`src/rtl/fetch_sequencer.sv`:
```
// rtl/fetch_sequencer.sv - instruction fetch/decode sequencer with return stack
module fetch_sequencer #(
    parameter int STACK_DEPTH = 4,
    parameter int PC_WIDTH    = 4
) (
    input  logic                clk,
    input  logic                rst,
    input  logic                start,
    output logic [PC_WIDTH-1:0] rom_addr,
    input  logic [7:0]          rom_data,
    output logic [7:0]          instr_out,
    output logic                instr_valid,
    input  logic                instr_ready,
    output logic                halted,
    output logic                fault,
    output logic [1:0]          fault_code,
    output logic [2:0]          stack_depth
);

    typedef enum logic [2:0] {
        S_IDLE,
        S_FETCH,
        S_DECODE,
        S_ISSUE,
        S_HALT,
        S_FAULT
    } state_t;

    localparam logic [2:0] LP_FULL     = 3'(STACK_DEPTH);
    localparam logic [1:0] LP_FC_OVER  = 2'b01;
    localparam logic [1:0] LP_FC_UNDER = 2'b10;

    state_t              r_state;
    state_t              w_next;
    logic [PC_WIDTH-1:0] r_pc;
    logic [7:0]          r_ir;
    logic [2:0]          r_depth;
    logic [1:0]          r_fault_code;
    // Sized to the full 3-bit depth range so the depth counter indexes it directly.
    logic [PC_WIDTH-1:0] r_stack [0:7];

    logic                w_is_nop;
    logic                w_is_br;
    logic                w_is_ret;
    logic                w_is_hlt;
    logic                w_full;
    logic                w_empty;
    logic                w_restart;
    logic [PC_WIDTH-1:0] w_pc_inc;
    logic [PC_WIDTH-1:0] w_br_target;
    logic [2:0]          w_top_idx;

    assign w_is_nop    = (r_ir == 8'h00);
    assign w_is_br     = (r_ir[7:4] == 4'b1100);
    assign w_is_ret    = (r_ir == 8'hB0);
    assign w_is_hlt    = (r_ir == 8'hFF);
    assign w_full      = (r_depth == LP_FULL);
    assign w_empty     = (r_depth == 3'd0);
    assign w_pc_inc    = r_pc + PC_WIDTH'(1);
    assign w_br_target = PC_WIDTH'(r_ir[3:0]);
    assign w_top_idx   = r_depth - 3'd1;
    assign w_restart   = start && ((r_state == S_IDLE) || (r_state == S_HALT) || (r_state == S_FAULT));

    // State register
    always_ff @(posedge clk or posedge rst) begin
        if (rst) begin
            r_state <= S_IDLE;
        end else begin
            r_state <= w_next;
        end
    end

    // Next-state decode
    always_comb begin
        w_next = r_state;
        case (r_state)
            S_IDLE, S_HALT, S_FAULT: begin
                if (start) w_next = S_FETCH;
            end
            S_FETCH: w_next = S_DECODE;
            S_DECODE: begin
                if (w_is_nop)      w_next = S_FETCH;
                else if (w_is_br)  w_next = w_full  ? S_FAULT : S_FETCH;
                else if (w_is_ret) w_next = w_empty ? S_FAULT : S_FETCH;
                else if (w_is_hlt) w_next = S_HALT;
                else               w_next = S_ISSUE;
            end
            S_ISSUE: begin
                if (instr_ready) w_next = S_FETCH;
            end
            default: w_next = S_IDLE;
        endcase
    end

    // Program counter, instruction register, stack pointer and fault cause
    always_ff @(posedge clk or posedge rst) begin
        if (rst) begin
            r_pc         <= '0;
            r_ir         <= '0;
            r_depth      <= '0;
            r_fault_code <= '0;
        end else if (w_restart) begin
            r_pc         <= '0;
            r_depth      <= '0;
            r_fault_code <= '0;
        end else begin
            case (r_state)
                S_FETCH: r_ir <= rom_data;
                S_DECODE: begin
                    if (w_is_nop) begin
                        r_pc <= w_pc_inc;
                    end else if (w_is_br) begin
                        if (w_full) begin
                            r_fault_code <= LP_FC_OVER;
                        end else begin
                            r_pc    <= w_br_target;
                            r_depth <= r_depth + 3'd1;
                        end
                    end else if (w_is_ret) begin
                        if (w_empty) begin
                            r_fault_code <= LP_FC_UNDER;
                        end else begin
                            r_pc    <= r_stack[w_top_idx];
                            r_depth <= w_top_idx;
                        end
                    end
                end
                S_ISSUE: begin
                    if (instr_ready) r_pc <= w_pc_inc;
                end
                default: ;
            endcase
        end
    end

    // Return-address storage; contents are only meaningful below r_depth
    always_ff @(posedge clk) begin
        if ((r_state == S_DECODE) && w_is_br && !w_full) begin
            r_stack[r_depth] <= w_pc_inc;
        end
    end

    // Outputs decode straight from state so reset drops them immediately
    always_comb begin
        rom_addr    = r_pc;
        instr_valid = (r_state == S_ISSUE);
        instr_out   = (r_state == S_ISSUE) ? r_ir : 8'h00;
        halted      = (r_state == S_HALT);
        fault       = (r_state == S_FAULT);
        fault_code  = r_fault_code;
        stack_depth = r_depth;
    end

endmodule

```
`config.mk`:
```
export PLATFORM = sky130hd
export DESIGN_NAME = fetch_sequencer
export DESIGN_NICKNAME = d
export VERILOG_FILES = /design/src/rtl/fetch_sequencer.sv
export SDC_FILE = /design/constraint.sdc
export NUM_CORES = 1
export LEC_CHECK = 0
export CAP_MARGIN = 20
export CORE_UTILIZATION = 59
export DETAILED_ROUTE_END_ITERATION = 16
export PLACE_DENSITY = 0.94
export SETUP_SLACK_MARGIN = 0.02
export SKIP_CTS_REPAIR_TIMING = 1
export SYNTH_ARGS = -nofsm -noshare
export SYNTH_HDL_FRONTEND = slang
export SYNTH_SLANG_ARGS = --single-unit
```
`constraint.sdc`:
```
create_clock -name clk -period 6.01 [get_ports clk]
set_input_delay 0.9015 -clock clk [delete_from_list [all_inputs] [get_ports clk]]
set_output_delay 0.9015 -clock clk [all_outputs]
set_load 0.02 [all_outputs]
```
==> flow_summary.yaml <==
run_status:
  status: "finished clean"
cts:
  root_buffer: "clkbuf_8"
  clockBufferDepth: 2
  cts_tree: "built"
  clkLatencyLatePin_ps: 320
  cts_buffers: 5
  clk_pin_slew_ps: 110
  h-tree-depth: 2
  cts_sinks: 52
worst_setup_path:
  timing.rr.end: "rom_addr[1]"
  crit_arrival_ps: 2150
  path_class: "flop to primary output"
  r2r_cells: 6
  worstSetupEndpoint: "instr_out[6]"
  required_ps: 5110
  cp-end-kind: "primary output"
  start_kind: "flop"
  crit-reg2reg-launch: "stack_depth[0]"
  critPathLaunch: "r_state[0]"
  cp_max_fo: 9
  r2r_slack_ps: 3400
timing:
  hold_viol_final: 0
  min_period_over_period_pct: 50.8
  drv_slew: 0
  slew-limit-headroom_pct: 47.7
  setup_violations: 0
  tightest_slew_ps: 783
  clock.fmax_ghz: 0.328
  tns_ps: 0
  skew_ps: 12.8
  min_period_ps: 3050
  rsz0062_at_grt: "false"
floorplan:
  die_x_um: 67.8
  pin_count: 32
  die_h_um: 67.8
  num_rows: 23
  start_util_pct: 62.5
  die-area_mm2: 0.00460
  core_mm2: 0.00409
detailed_routing:
  drt_iter0_drc: 154
  vias_per_cell: 6.37
  final_antenna_net_count: 0
  via_count: 1770
  avgRoutedWirePerCell_um: 19.5
  drt_wl_total_um: 5410
  drc_errors: 0
  firstDrtPassIters: 5
logic_synthesis:
  synth_xor_area_share_pct: 1.37
  synth_cells: 195
  synth_cell_types: 49
  synthSimpleGateAreaFrac_pct: 15.5
  synth.net_count: 211
  synth-seq-cells: 52
  ys.flop_type: "edfxtp_1"
  ys_seq_area_share_pct: 57.2
  synth_fa_ha_area_share_pct: 1.96
  synth_mux_area_share_pct: 12.6
  ys.warnings.count: 0
  synth_top_family_by_area: "simple AND/OR/NAND/NOR gates"
  synth_edf_count: 32
  synth_compound_area_share_pct: 9.35
  synth-async-reset-ratio_pct: 38.5
  syn_area_mm2: 0.00255
  syn-mean-instance-area_um2: 13.1
placement:
  placed_cells: 270
  gp_congestion: 0.873
  dp_hpwl_um: 3960
  port_buffers: 31
  place_area_mm2: 0.00289
global_route:
  grt_pass1_wl_um: 8740
  overflow: 0
  antenna_found_initial: 0
  grt_max_degree: 21
  grt_pass1_vias: 1697
  track_usage_pct: 27.3
cells_and_area:
  final_nets: 243
  areaGrowthSynthToFinish_pct: 17.1
  diodes: 0
  finalNonFillerCells: 278
  fin_area_mm2: 0.00299
  layout-drive-gt1-share_pct: 15.4
pwr:
  p_leak_nw: 1.11
  ir_drop_mv: 0.284
  p_per_area_mw_per_mm2: 472
min_path:
  holdPathStages: 2
  worstHoldPathType: "flop to flop"
job:
  drv_cap: 0
## layout by cell type, fill, tap and decap left out, types with 2 or more instances in the layout
master,n
edfxtp_1,32
clkdlybuf4s50_1,31
dfrtp_1,20
nand2_1,16
and3_1,12
nor2_1,10
mux2_2,8
mux4_2,8
nor3_1,6
o21ai_0,6
a21oi_1,5
nand3_1,5
clkbuf_8,5
nor2b_1,4
nand2b_1,4
mux2i_1,4
inv_1,4
ha_1,4
and2_1,3
a221o_1,3
a211oi_1,2
a22o_1,2
a21o_1,2
xor2_1,2
xnor2_1,2
o31ai_1,2
inv_6,2
## kinds of logic (layout without fill, tap and decap cells)
group / after synthesis / after routing
AO/OA/AOI/OAI: 33 / 33
multiplexers: 21 / 21
buffers and inverters: 11 / 44
AND/OR/NAND/NOR: 70 / 70
adder cells (fa/ha/maj): 4 / 4
flip-flops: 52 / 52
XOR/XNOR: 4 / 4
## registers in the layout, indices dropped and copies added, names as in the netlist
name         cells
stack_depth      3
r_state          3
fault_code       2
r_ir             8
r_stack         32
rom_addr         4
## metrics by stage
step / setup WS, ps / hold slack, ps / util, % / power (mW)
6_report: 2960 / 583 / 73.2 / 1.41
5_1_grt: 2930 / 609 / 73.2 / 1.48
4_1_cts: 2990 / 586 / 73.2 / 1.41
3_5_place_dp: 3350 / 561 / 70.8 / 1.19
3_3_place_gp: 3380 / 553 / 70.8 / 1.17
2_1_floorplan: 3690 / 532 / - / 0.986
## where the power goes
group | switching [mW] | leakage [nW] | internal [mW]
sequential | 0.106 | 0.536 | 0.469
combinational | 0.322 | 0.528 | 0.298
clock | 0.129 | 0.0511 | 0.0881
total | 0.557 | 1.11 | 0.856
## routing by layer
layer | global-route usage (%) | routed length (um)
met1 | 40.6 | 2460
met2 | 40.1 | 2560
met3 | 6.25 | 313
met4 | 7.81 | 73
met5 | 0 | 0
## worst min path at each step
stage | start | to | slack, ps
2_1_floorplan | r_ir[1] | r_ir[1] | 530
3_3_place_gp | fault_code[0] | fault_code[0] | 550
3_5_place_dp | fault_code[1] | fault_code[1] | 560
4_1_cts | fault_code[0] | fault_code[0] | 590
5_1_grt | rom_addr[3] | rom_addr[3] | 610
6_report | fault_code[0] | fault_code[0] | 580
## final cells by class
cell class                 count  area, um^2
sequential                    52        1460
fill                         263        1090
multi-input combinational    132        1040
timing repair buffer          31         310
clock buffer                   5        68.8
tap                           50        62.6
clock inverter                 3        28.8
inverter                       5        18.8
## synthesized netlist by cell type, types with 5 or more instances
cell	instances	area [um^2]
mux4_2	8	180
edfxtp_1	32	961
o21ai_0	6	30.0
mux2_2	8	90.1
nand2_1	16	60.1
dfrtp_1	20	500
nand3_1	5	25.0
a21oi_1	5	25.0
and3_1	12	75.1
nor2_1	10	37.5
nor3_1	6	30.0
## worst max-delay path, stage by stage, from the launching register on
cell and delay, ps:
dfrtp_1 510, nor2b_1 480, and3_1 230, clkdlybuf4s50_1 610
Power figures use the tool's default switching activity.
==> variant (config.mk and constraints unchanged) <==
Re-encode `state_t` (6 states) as one-hot, 6 bits wide.
--- a/src/rtl/fetch_sequencer.sv
+++ b/src/rtl/fetch_sequencer.sv
@@ -19,9 +19,9 @@
 
-    typedef enum logic [2:0] {
-        S_IDLE,
-        S_FETCH,
-        S_DECODE,
-        S_ISSUE,
-        S_HALT,
-        S_FAULT
+    typedef enum logic [5:0] {
+        S_IDLE   = 6'b000001,
+        S_FETCH  = 6'b000010,
+        S_DECODE = 6'b000100,
+        S_ISSUE  = 6'b001000,
+        S_HALT   = 6'b010000,
+        S_FAULT  = 6'b100000
     } state_t;
Check against the original RTL: no difference found for any inputs over 10 cycles, from zero or initial values and one cycle with rst high; not proved beyond that.
==> variant against the unedited design <==
Global-route usage down 3.6 points; register-to-register slack got worse by 0.38 ns; synthesized area is 4.5% higher; cell area increased by 4.5%; worst setup slack got worse by 0.42 ns; cell count increased by 9.0%; non-clock buffer count unchanged; sequential cell count up 3; routed wire length decreased by 1.7%; critical endpoint unchanged.
Power is not compared: it rests on default switching activity, and its combinational part moved more than twofold at a synthesized area within 25%.
==> variant: results (changes against the unedited design) <==
Outcome
The flow ran to the end, and the final reports show no timing, DRC or antenna violations.

Global routing
The wire length of the first global-routing pass was 8.735 mm (about the same). The via count of the first global-routing pass is 1791 (+5.5%). The overall global routing resource usage came to 23.70% (-3.6 points). The largest net degree at the start of global routing is 24 (+14%).

Final layout
The final net count came to 266 (+9.5%). The growth of design area from synthesis to finish came to 17.16% (about the same). The final non-filler cell total is 303 (+9.0%). The fraction of final layout cells with drive strength greater than 1 was 7.171% (-8.2 points).

STA
The clock skew after layout is 0.004027 ns (-0.008781 ns). The highest clock frequency the design can meet is 0.2881 GHz (-12%). The hold slack is 0.5184 ns (-0.06460 ns).

The slew at the pin with the worst max-slew slack is 0.9795 ns (+0.1962 ns).

Synthesis
The post-synth net total came to 235 (+11%). The fraction of synthesis flops using an asynchronous set or reset pin is 41.82% (+3.4 points). The count of distinct cell types in the synthesized netlist came to 46 (-6.1%).

In the post-synthesis netlist, the biggest area contributors are sky130_fd_sc_hd__edfxtp_1 36%, sky130_fd_sc_hd__dfrtp_1 21%, sky130_fd_sc_hd__mux4_1 5.9%. By count the netlist is led by 35 x sky130_fd_sc_hd__nand2_1, 32 x sky130_fd_sc_hd__edfxtp_1, 22 x sky130_fd_sc_hd__dfrtp_1.

Worst setup path
The kind of cell adding the most delay to the critical path is buffers and inverters. The top fanout value on the critical path was 14 (+5). The worst reg-to-reg setup slack is 3.02 ns (-0.38 ns). The largest stage delay on the critical path is 0.59 ns (-0.02 ns). The worst endpoint data arrival time came to 2.57 ns (+0.42 ns).

Detailed routing
The first-iteration detailed-routing DRC count is 175 (+14%). The first-pass detailed-route iteration total was 4 (-1). The detailed-route wire length is 5.316 mm (-1.7%).

The detail-routed via count per cell is 6.053 (-4.9%).

Place
The detailed placement HPWL is 3.810 mm (-3.8%). The worst setup slack before clock tree synthesis is 2.919 ns (-0.4322 ns). The cell area after placement is 3017 sq um (+4.2%).

Clocking
The clock transition time at the flip-flop clock pins of the worst setup and hold paths was 0.09 ns (-0.02 ns).
==> variant: path summary, 6_finish.rpt <==
check                                     from            to  depth (start not counted)
max in group asynchronous                  rst    r_state[5]                          2
worst min register to register      r_state[0]    r_state[0]                          2
min in group asynchronous                  rst       r_ir[4]                          2
worst max-delay path                r_state[4]  instr_out[6]                          5
worst max register to register  stack_depth[1]   rom_addr[0]                          7
worst min-delay path                r_state[0]    r_state[0]                          2
==> variant: metal layers <==
layer,wire length [microns],vias to the layer above,global-route usage [%]
li1,-,873,-
met1,2254,883,31.12
met2,2663,64,39.91
met3,264,14,3.343
met4,134,0,9.751
met5,0,-,0
==> variant: cell type report <==
cell class              count  area share [%]
flip-flops and latches     55           49.18
multi-input cells         147           34.09
repair buffers             31           9.924
clock buffers               6           2.321
well taps                  52           2.081
clock inverters             2           1.200
inverters                  10           1.200
==> variant: logic make-up (layout without fill, tap and decap cells) <==
group | after synthesis | after routing | synth area share (%)
and+or+nand+nor | 93 | 93 | 17.77
xor gates and xnor gates | 7 | 7 | 2.297
adders and majority gates | 4 | 4 | 1.875
muxes | 10 | 10 | 8.345
AOI/OAI and AO/OA | 33 | 33 | 9.658
buffers and inverters | 17 | 49 | 2.438
DFF | 55 | 55 | 57.62
==> variant: worst register-to-register path, stage by stage (launching register included) <==
cell and delay (ns):
sky130_fd_sc_hd__dfrtp_1 0.52, sky130_fd_sc_hd__inv_1 0.14, sky130_fd_sc_hd__ha_1 0.22, sky130_fd_sc_hd__xor2_1 0.77
sky130_fd_sc_hd__mux4_1 0.66, sky130_fd_sc_hd__o22ai_1 0.14, sky130_fd_sc_hd__o21ai_0 0.16, sky130_fd_sc_hd__a32o_1 0.29
==> variant: power by group <==
| group | leakage [nW] | switching, mW | internal (mW) |
|---|---|---|---|
| clock | 0.0514 | 0.115 | 0.124 |
| sequential | 0.594 | 0.0683 | 0.493 |
| combinational | 0.572 | 0.187 | 0.119 |
| total | 1.22 | 0.370 | 0.736 |
